File: src/rtl/judge_unit_if.sv
// ============================================================================
// judge_unit_if : answer/judgement link between the player board and referee
// Rev 1.0
// ============================================================================
`default_nettype none

interface judge_unit_if;
    logic       NEW_GAME;
    logic       QUE_LOAD;
    logic [3:0] EXP1;
    logic [3:0] EXP2;
    logic [3:0] EXP3;
    logic       ANS_VALID;
    logic [3:0] COUNT1_IN;
    logic [3:0] COUNT2_IN;
    logic [3:0] COUNT3_IN;
    logic [1:0] JUDG;
    logic [1:0] HP;
    logic       WRONG;

    modport master (
        output NEW_GAME, QUE_LOAD, EXP1, EXP2, EXP3,
        output ANS_VALID, COUNT1_IN, COUNT2_IN, COUNT3_IN,
        input  JUDG, HP, WRONG
    );

    modport slave (
        input  NEW_GAME, QUE_LOAD, EXP1, EXP2, EXP3,
        input  ANS_VALID, COUNT1_IN, COUNT2_IN, COUNT3_IN,
        output JUDG, HP, WRONG
    );
endinterface

`default_nettype wire

File: src/rtl/judge_unit.sv
// ============================================================================
// judge_unit : referee for the 1P game link (judging, lives, lockout, game over)
// Rev 1.0
// ============================================================================
`default_nettype none

module judge_unit #(
    parameter int HP_INIT        = 3,
    parameter int SHOW_CYCLES    = 50000000,
    parameter int PENALTY_CYCLES = 100000000,
    parameter int TIMER_W        = 27
) (
    input  wire               CLK,
    input  wire               RST,
    judge_unit_if.slave       bus
);

    localparam logic [TIMER_W-1:0] SHOW_LOAD    = TIMER_W'(SHOW_CYCLES - 1);
    localparam logic [TIMER_W-1:0] PENALTY_LOAD = TIMER_W'(PENALTY_CYCLES - 1);
    localparam logic [1:0]         HP_RESET     = 2'(HP_INIT);

    localparam logic [1:0] J_NONE  = 2'b00;
    localparam logic [1:0] J_RIGHT = 2'b01;
    localparam logic [1:0] J_WRONG = 2'b10;
    localparam logic [1:0] J_OVER  = 2'b11;

    typedef enum logic [2:0] {
        S_IDLE    = 3'd0,
        S_ARMED   = 3'd1,
        S_CHECK   = 3'd2,
        S_SHOW    = 3'd3,
        S_PENALTY = 3'd4,
        S_OVER    = 3'd5
    } state_t;

    state_t               state_q;
    logic [1:0]           judg_q;
    logic [1:0]           hp_q;
    logic                 wrong_q;
    logic [TIMER_W-1:0]   timer_q;
    logic [3:0]           exp1_q, exp2_q, exp3_q;
    logic [3:0]           cnt1_q, cnt2_q, cnt3_q;
    logic                 ans_prev_q;

    logic submit;
    logic match;
    logic timer_done;

    assign submit     = bus.ANS_VALID & ~ans_prev_q;
    assign match      = (cnt1_q == exp1_q) && (cnt2_q == exp2_q) && (cnt3_q == exp3_q);
    assign timer_done = (timer_q == '0);

    always_ff @(posedge CLK) begin
        if (RST) begin
            ans_prev_q <= 1'b0;
            state_q    <= S_IDLE;
            judg_q     <= J_NONE;
            hp_q       <= HP_RESET;
            wrong_q    <= 1'b0;
            timer_q    <= '0;
            exp1_q     <= '0;
            exp2_q     <= '0;
            exp3_q     <= '0;
            cnt1_q     <= '0;
            cnt2_q     <= '0;
            cnt3_q     <= '0;
        end else begin
            // The edge detector keeps following the player LED even on a new game,
            // so a level still held high then does not count as a fresh submit.
            ans_prev_q <= bus.ANS_VALID;
            if (bus.NEW_GAME) begin
                state_q <= S_IDLE;
                judg_q  <= J_NONE;
                hp_q    <= HP_RESET;
                wrong_q <= 1'b0;
                timer_q <= '0;
                exp1_q  <= '0;
                exp2_q  <= '0;
                exp3_q  <= '0;
                cnt1_q  <= '0;
                cnt2_q  <= '0;
                cnt3_q  <= '0;
            end else begin
                case (state_q)
                    S_IDLE: begin
                        if (bus.QUE_LOAD) begin
                            exp1_q  <= bus.EXP1;
                            exp2_q  <= bus.EXP2;
                            exp3_q  <= bus.EXP3;
                            state_q <= S_ARMED;
                        end
                    end
                    S_ARMED: begin
                        judg_q <= J_NONE;
                        if (bus.QUE_LOAD) begin
                            exp1_q <= bus.EXP1;
                            exp2_q <= bus.EXP2;
                            exp3_q <= bus.EXP3;
                        end else if (submit) begin
                            cnt1_q  <= bus.COUNT1_IN;
                            cnt2_q  <= bus.COUNT2_IN;
                            cnt3_q  <= bus.COUNT3_IN;
                            state_q <= S_CHECK;
                        end
                    end
                    S_CHECK: begin
                        if (match) begin
                            judg_q  <= J_RIGHT;
                            timer_q <= SHOW_LOAD;
                            state_q <= S_SHOW;
                        end else if (hp_q <= 2'd1) begin
                            hp_q    <= 2'd0;
                            judg_q  <= J_OVER;
                            wrong_q <= 1'b0;
                            state_q <= S_OVER;
                        end else begin
                            hp_q    <= hp_q - 2'd1;
                            judg_q  <= J_WRONG;
                            wrong_q <= 1'b1;
                            timer_q <= PENALTY_LOAD;
                            state_q <= S_PENALTY;
                        end
                    end
                    S_SHOW: begin
                        if (bus.QUE_LOAD) begin
                            exp1_q  <= bus.EXP1;
                            exp2_q  <= bus.EXP2;
                            exp3_q  <= bus.EXP3;
                            judg_q  <= J_NONE;
                            state_q <= S_ARMED;
                        end else if (timer_done) begin
                            judg_q  <= J_NONE;
                            state_q <= S_IDLE;
                        end else begin
                            timer_q <= timer_q - 1'b1;
                        end
                    end
                    S_PENALTY: begin
                        if (timer_done) begin
                            wrong_q <= 1'b0;
                            judg_q  <= J_NONE;
                            state_q <= S_ARMED;
                        end else begin
                            timer_q <= timer_q - 1'b1;
                        end
                    end
                    S_OVER: begin
                        judg_q  <= J_OVER;
                        hp_q    <= 2'd0;
                        wrong_q <= 1'b0;
                    end
                    default: begin
                        state_q <= S_IDLE;
                        judg_q  <= J_NONE;
                        wrong_q <= 1'b0;
                    end
                endcase
            end
        end
    end

    assign bus.JUDG  = judg_q;
    assign bus.HP    = hp_q;
    assign bus.WRONG = wrong_q;

endmodule

`default_nettype wire

File: src/flat_wrapper.sv
// flat-port wrapper written by rule: the top's interface ports become plain ports
module judge_unit_flat 
#(
    parameter int HP_INIT        = 3,
    parameter int SHOW_CYCLES    = 50000000,
    parameter int PENALTY_CYCLES = 100000000,
    parameter int TIMER_W        = 27
)
  (CLK, RST, bus_NEW_GAME, bus_QUE_LOAD, bus_EXP1, bus_EXP2, bus_EXP3, bus_ANS_VALID, bus_COUNT1_IN, bus_COUNT2_IN, bus_COUNT3_IN, bus_JUDG, bus_HP, bus_WRONG);
  judge_unit_if bus_i ();
  input  wire CLK;
  input  wire RST;
  input wire logic [$bits(bus_i.NEW_GAME)-1:0] bus_NEW_GAME;
  input wire logic [$bits(bus_i.QUE_LOAD)-1:0] bus_QUE_LOAD;
  input wire logic [$bits(bus_i.EXP1)-1:0] bus_EXP1;
  input wire logic [$bits(bus_i.EXP2)-1:0] bus_EXP2;
  input wire logic [$bits(bus_i.EXP3)-1:0] bus_EXP3;
  input wire logic [$bits(bus_i.ANS_VALID)-1:0] bus_ANS_VALID;
  input wire logic [$bits(bus_i.COUNT1_IN)-1:0] bus_COUNT1_IN;
  input wire logic [$bits(bus_i.COUNT2_IN)-1:0] bus_COUNT2_IN;
  input wire logic [$bits(bus_i.COUNT3_IN)-1:0] bus_COUNT3_IN;
  output wire logic [$bits(bus_i.JUDG)-1:0] bus_JUDG;
  output wire logic [$bits(bus_i.HP)-1:0] bus_HP;
  output wire logic [$bits(bus_i.WRONG)-1:0] bus_WRONG;
  assign bus_i.NEW_GAME = bus_NEW_GAME;
  assign bus_i.QUE_LOAD = bus_QUE_LOAD;
  assign bus_i.EXP1 = bus_EXP1;
  assign bus_i.EXP2 = bus_EXP2;
  assign bus_i.EXP3 = bus_EXP3;
  assign bus_i.ANS_VALID = bus_ANS_VALID;
  assign bus_i.COUNT1_IN = bus_COUNT1_IN;
  assign bus_i.COUNT2_IN = bus_COUNT2_IN;
  assign bus_i.COUNT3_IN = bus_COUNT3_IN;
  assign bus_JUDG = bus_i.JUDG;
  assign bus_HP = bus_i.HP;
  assign bus_WRONG = bus_i.WRONG;
  judge_unit #(.HP_INIT(HP_INIT), .SHOW_CYCLES(SHOW_CYCLES), .PENALTY_CYCLES(PENALTY_CYCLES), .TIMER_W(TIMER_W)) u_core (.CLK(CLK), .RST(RST), .bus(bus_i));
endmodule
File: config.mk
export PLATFORM = sky130hd
export DESIGN_NAME = judge_unit_flat
export DESIGN_NICKNAME = d
export VERILOG_FILES = /design/src/rtl/judge_unit_if.sv /design/src/rtl/judge_unit.sv /design/src/flat_wrapper.sv
export SDC_FILE = /design/constraint.sdc
export NUM_CORES = 1
export LEC_CHECK = 0
export CAP_MARGIN = 20
export CELL_PAD_IN_SITES_DETAIL_PLACEMENT = 1
export CELL_PAD_IN_SITES_GLOBAL_PLACEMENT = 1
export CORE_MARGIN = 5
export CORE_UTILIZATION = 43
export CTS_CLUSTER_DIAMETER = 50
export DETAILED_ROUTE_END_ITERATION = 12
export GPL_ROUTABILITY_DRIVEN = 0
export PLACE_DENSITY_LB_ADDON = 0.1
export SLEW_MARGIN = 20
export SYNTH_ARGS = -nofsm -noshare
export SYNTH_HDL_FRONTEND = slang
export SYNTH_SLANG_ARGS = --single-unit
File: constraint.sdc
create_clock -name CLK -period 3.05 [get_ports CLK]
set_clock_uncertainty 0.15 [all_clocks]
set_input_delay 0.61 -clock CLK [delete_from_list [all_inputs] [get_ports CLK]]
set_output_delay 0.61 -clock CLK [all_outputs]
set_load 0.03 [all_outputs]
==> Word-level counts from Yosys, hierarchy flattened <==
Cells that the tools add are included.
{ "classes": {"n_addsub": 2, "magnitude_cmp": 1, "eq_ne": 16, "n_mux": 26, "bitwise_logic": 5, "n_reduce_logical": 14} }
{ "ops": {"columns": ["operator", "count"], "rows": [
  ["27-bit 2-to-1 mux", 4],
  ["27-bit case mux with 3 select lines", 1],
  ["27-bit zero test", 1],
  ["27-bit by 1-bit subtractor with 27-bit output, second input constant", 1],
  ["3-bit 2-to-1 mux", 7],
  ["3-bit case mux with 6 select lines", 1],
  ["4-bit == test", 3],
  ["2-bit 2-to-1 mux", 5],
  ["2-bit case mux with 5 select lines", 1],
  ["3-bit AND reduction", 3],
  ["2-bit inequality test, second input constant", 4],
  ["3-bit by 2-bit == test with 1-bit output, second input constant", 2],
  ["3-bit == test, second input constant", 2],
  ["3-bit by 2-bit inequality test with 1-bit output, second input constant", 2],
  ["6-bit AND reduction", 1],
  ["1-bit 2-to-1 mux", 5],
  ["2-bit by 1-bit inequality test with 1-bit output, second input constant", 2],
  ["1-bit NOT", 4],
  ["2-bit case mux with 2 select lines", 1],
  ["2-bit AND reduction", 2],
  ["3-bit by 1-bit == test with 1-bit output, second input constant", 1],
  ["3-bit zero test", 1],
  ["1-bit case mux with 3 select lines", 1],
  ["3-bit nonzero test", 1],
  ["other kinds (7)", 8]
]} }
{ "totals": {"ff_bits": 60, "input_bits": 29} }

==> Longest topological paths before layout <==
{ "depth": {"word_depth": 5, "depth_mapped": 10, "depth_no_buf": 8} }

==> Least setup slack after synthesis <==
Ideal clock, no wire load.
{ "synth_path": {"path_type": "register to register", "startpoint": "register u_core.timer_q[1]", "endpoint": "register u_core.timer_q[24]", "setup_ns": 0.119, "arrival_ns": 1.907, "slack_ns": 0.874, "path_stages_with_launch": 10, "path_buffers": 1, "period_less_slack_ns": 2.176, "cell_sequence": "dfxtp_1 > inv_1 > ha_1 > or3b_1 > clkbuf_1 > or3_1 > nor4_1 > a21oi_1 > o21ai_1 > a21oi_1"} }
{ "synth_via": {"elab_chain_cells": 4, "elab_cells_between_ends": 5} }
{ "synth_rtl": {"columns": ["element", "line", "source"], "rows": [
  ["start, declared", "judge_unit.sv:40", "logic [TIMER_W-1:0] timer_q;"],
  ["start signal, assigned", "judge_unit.sv:135", "timer_q <= timer_q - 1'b1;"],
  ["start signal, assigned", "judge_unit.sv:144", "timer_q <= timer_q - 1'b1;"],
  ["27-bit by 1-bit subtractor with 27-bit output or 27-bit zero test (tied branches)", "judge_unit.sv:135, judge_unit.sv:144, judge_unit.sv:51", null],
  ["27-bit 2-to-1 mux *", "judge_unit.sv:131, judge_unit.sv:139", null],
  ["27-bit 2-to-1 mux", "judge_unit.sv:125", "if (bus.QUE_LOAD) begin"],
  ["27-bit case mux with 3 select lines *", "judge_unit.sv:84", "case (state_q)"]
]} }
Mark *: on every way between the ends. The rest lies on a longest branch, timed or not. The select of a mux whose other input is x is not followed.
A chain may end at the register's enable or synchronous reset.

==> Final worst setup path <==
{ "layout_path": {"startpoint": "register u_core.state_q[2]", "endpoint": "register u_core.timer_q[20]"} }
{ "layout_via": {"elab_chain_cells": 3, "elab_cells_between_ends": 8} }
{ "layout_rtl": {"columns": ["element", "line", "source"], "rows": [
  ["start, declared", "judge_unit.sv:36", "state_t state_q;"],
  ["start signal, assigned", "judge_unit.sv:56", "state_q <= S_IDLE;"],
  ["start signal, assigned", "judge_unit.sv:72", "state_q <= S_IDLE;"],
  ["start signal, assigned", "judge_unit.sv:90", "state_q <= S_ARMED;"],
  ["3-bit by 2-bit == test with 1-bit output or 3-bit == test (tied branches)", "judge_unit.sv:84", null],
  ["3-bit by 2-bit inequality test with 1-bit output (no line), or another cell as far along", null, null],
  ["3-bit AND reduction (no line)", null, null]
]} }
Parallel ways exist; a longest one is shown, timed or not.

==> results.sh <==
export IMPL_grtUsageMet2_pct=29.25
export IMPL_instances_no_fill=517
export IMPL_crit_start="u_core.state_q[2]$_SDFFE_PP0P_"
export IMPL_status="finished clean"
export IMPL_cp_cell_sequence="nor3b_2 > o2111ai_1 > o31ai_1 > buf_4 > or2_1 > nor2_1 > o211a_1"
export IMPL_port_buffers=33
export IMPL_clock_path_buffers=2
export IMPL_slowest_stage="dfxtp_1"
export IMPL_synthesis_nets=411
export IMPL_synthTopCellsByArea="dfxtp_1 37%, mux2i_1 7.7%, nor2_1 5.9%"
export IMPL_vdd_drop_max_v=0.0002969
export IMPL_crit_buf_inv=1
export IMPL_fin_util_pct=53.74
export IMPL_async_reset_ff_share_pct=0
export IMPL_reg2regPathDepth=7
export IMPL_max_freq_mhz=389.2
export IMPL_cts_root_buffer="clkbuf_8"
export IMPL_drt_iter0_drc=175
export IMPL_grt_pass1_vias=2996
export IMPL_start_kind="flip-flop"
export IMPL_num_rows=31
export IMPL_die_y_um=96.85
export IMPL_antennaDiodeCount=0
export IMPL_end_kind="flip-flop"
export IMPL_cts_buffers_inserted=9
export IMPL_fin_ws_ns=0.4809
export IMPL_period_share_pct=84.23
export IMPL_crit_fanout=13
export IMPL_post_synth_top_area_cell="dfxtp_1"
export IMPL_grt_busiest_layer="met2"
export IMPL_vias=2945
export IMPL_r2r_slack_ns=0.48
export IMPL_grt_pass1_wl_um=14630
export IMPL_pre_cts_ws_ns=0.4500
export IMPL_drv_cap=0
export IMPL_detail_route_wl_per_cell_um=16.79
export IMPL_cts_num_sinks=60
export IMPL_antenna_left=0
export IMPL_start_util_pct=44.47
export IMPL_setup_violations=0
export IMPL_slowest_delay_ns=0.57
export IMPL_yosys_warnings=0
export IMPL_syn_area_um2=3243
export IMPL_p_leak_nw=1.627
export IMPL_postSynthAreaPerCell_um2=8.535
export IMPL_crit_type="flip-flop to flip-flop"
export IMPL_dieWidth_um=96.85
export IMPL_synth_edf_count=0
export IMPL_slew_viol_final=0
export IMPL_antenna_found_initial=0
export IMPL_hold_path_cell_count=2
export IMPL_die_area_um2=9379
export IMPL_viasPerCell=5.696
export IMPL_hp_start="u_core.bus.WRONG$_SDFFE_PP0P_"
export IMPL_first_pass_iters=4
export IMPL_layout_common_cells="60 x dfxtp_1, 51 x nor2_1, 33 x clkdlybuf4s50_1"
export IMPL_drive_above_1_share_pct=12.20
export IMPL_globalRouteOverflowTotal=0
export IMPL_cts_setup_buffers=0
export IMPL_worstMarginPinSlew_ns=0.9872
export IMPL_setup_tns_ns=0
export IMPL_h_tree_depth=3
export IMPL_post_place_cells=501
export IMPL_maxSlewHeadroom_pct=34.19
export IMPL_syn_to_final_growth_pct=20.83
export IMPL_worst_ep_arrival_time_ns=2.66
export IMPL_grt_start_max_net_pins=48
export IMPL_crit_family="simple AND/OR/NAND/NOR gates"
export IMPL_hp_class="flip-flop to flip-flop"
export IMPL_grtUsageMet3_pct=4.676
export IMPL_path_clk_slew_ns=0.07
export IMPL_cts_tree="built"
export IMPL_hold_viol=0
export IMPL_num_nets_final=444
export IMPL_drc=0
export IMPL_cts_resized=0
export IMPL_total_power_mw=1.812
export IMPL_io_pin_count=34
export IMPL_routed_wl_um=8679
export IMPL_grt_use_met1_pct=25.36
export IMPL_place_hpwl_um=6258
export IMPL_rsz0062_at_grt="false"
export IMPL_netlist_instances=380
export IMPL_core_um2=7292
export IMPL_r2r_start="u_core.state_q[2]$_SDFFE_PP0P_"
export IMPL_ys_seq_area_share_pct=37.04
export IMPL_whs_endpoint="u_core.bus.WRONG$_SDFFE_PP0P_"
export IMPL_yosys_area_top_type_share_pct=37.04
export IMPL_ctsHoldBuffers=0
export IMPL_ys_types=61
export IMPL_cp_required_ns=3.14
export IMPL_powerDensity_nw_per_um2=462.3
export IMPL_synth_seq_cells=60
export IMPL_final_common_cell="dfxtp_1"
export IMPL_fin_crit_ns=2.569
export IMPL_synth_ff_type="dfxtp_1"
export IMPL_clk_latency_ns=0.34
export IMPL_reg2reg_to="u_core.timer_q[20]$_SDFFE_PP0P_"
export IMPL_grtUsageTotal_pct=18.74
[cell families after synthesis]
kind of cell | after synthesis | synth area share [%]
and+or+nand+nor | 160 | 27.31
DFF | 60 | 37.04
buffers and inverters | 29 | 4.051
muxes | 27 | 8.410
AOI/OAI and AO/OA | 81 | 16.74
adders and majority gates | 2 | 0.7715
xor gates and xnor gates | 21 | 5.671
[how the worst max path moves through the flow]
stage                                      end  slack, ns  cells past startpoint
4_1_cts        u_core.timer_q[20]$_SDFFE_PP0P_       0.50                      7
5_1_grt        u_core.timer_q[20]$_SDFFE_PP0P_       0.29                      7
6_report       u_core.timer_q[20]$_SDFFE_PP0P_       0.48                      7
2_1_floorplan  u_core.timer_q[24]$_SDFFE_PP0P_       0.87                      9
3_5_place_dp   u_core.timer_q[20]$_SDFFE_PP0P_       0.45                      8
3_3_place_gp   u_core.timer_q[20]$_SDFFE_PP0P_       0.50                      8
[synthesized netlist by cell type, types with 3 or more instances]
cell type,n
mux2i_1,25
a311oi_1,3
xnor2_1,8
nor3_1,15
a21o_1,5
nand2_1,26
or2_2,3
o21ai_1,8
a31oi_1,6
clkbuf_1,14
o22ai_1,5
nor4_2,4
or3_1,6
nor2b_1,8
buf_2,6
dfxtp_1,60
xor2_1,13
nand3_1,11
a211oi_1,4
a21oi_1,23
nor4_1,8
inv_1,6
o21ai_0,8
nor2_1,51
or4_1,3
[where the power goes]
part	total (mW)	leakage, nW	internal, mW	switching (mW)
Combinational	0.168	1.03	0.0791	0.0887
Sequential	0.799	0.485	0.792	0.00694
Clock	0.845	0.112	0.506	0.339
[area by class of cell]
type / count / area (µm²)
Fill cell: 895 / 3373
Clock buffer: 11 / 151.4
Clock inverter: 5 / 83.83
Inverter: 6 / 22.52
Sequential cell: 60 / 1201
Timing Repair Buffer: 45 / 420.4
Multi-Input combinational cell: 291 / 1916
Tap cell: 99 / 123.9
[routing by layer]
layer  wire length (µm)  vias up  share of wire [%]
met5                  0        -                  0
met3                366        5                4.2
met2               4099       53                 47
met4                 80        0               0.92
met1               4133     1439                 48
li1                   -     1448                  -
[per-stage QoR]
stage                     hold slack, ns  cell area (µm²)
after floorplan                   0.2960             3243
after global placement            0.3095             3684
after detailed placement          0.3227             3684
after CTS                         0.3334             3919
after global routing              0.3672             3919
final                             0.3238             3919
[flip-flops by register name, summed over array words and instances, names as in the netlist, 2 cells and up]
register         flops
u_core.bus.HP        2
u_core.exp2_q        4
u_core.bus.JUDG      2
u_core.cnt1_q        4
u_core.exp1_q        4
u_core.timer_q      27
u_core.exp3_q        4
u_core.cnt3_q        4
u_core.state_q       3
u_core.cnt2_q        4
[tightest hold or removal path: stages, from the launching register on]
cell     delay [ns]
dfxtp_1        0.32
nand2_1        0.05
mux2i_1        0.06
No activity file was read; power rests on OpenSTA's default activity.
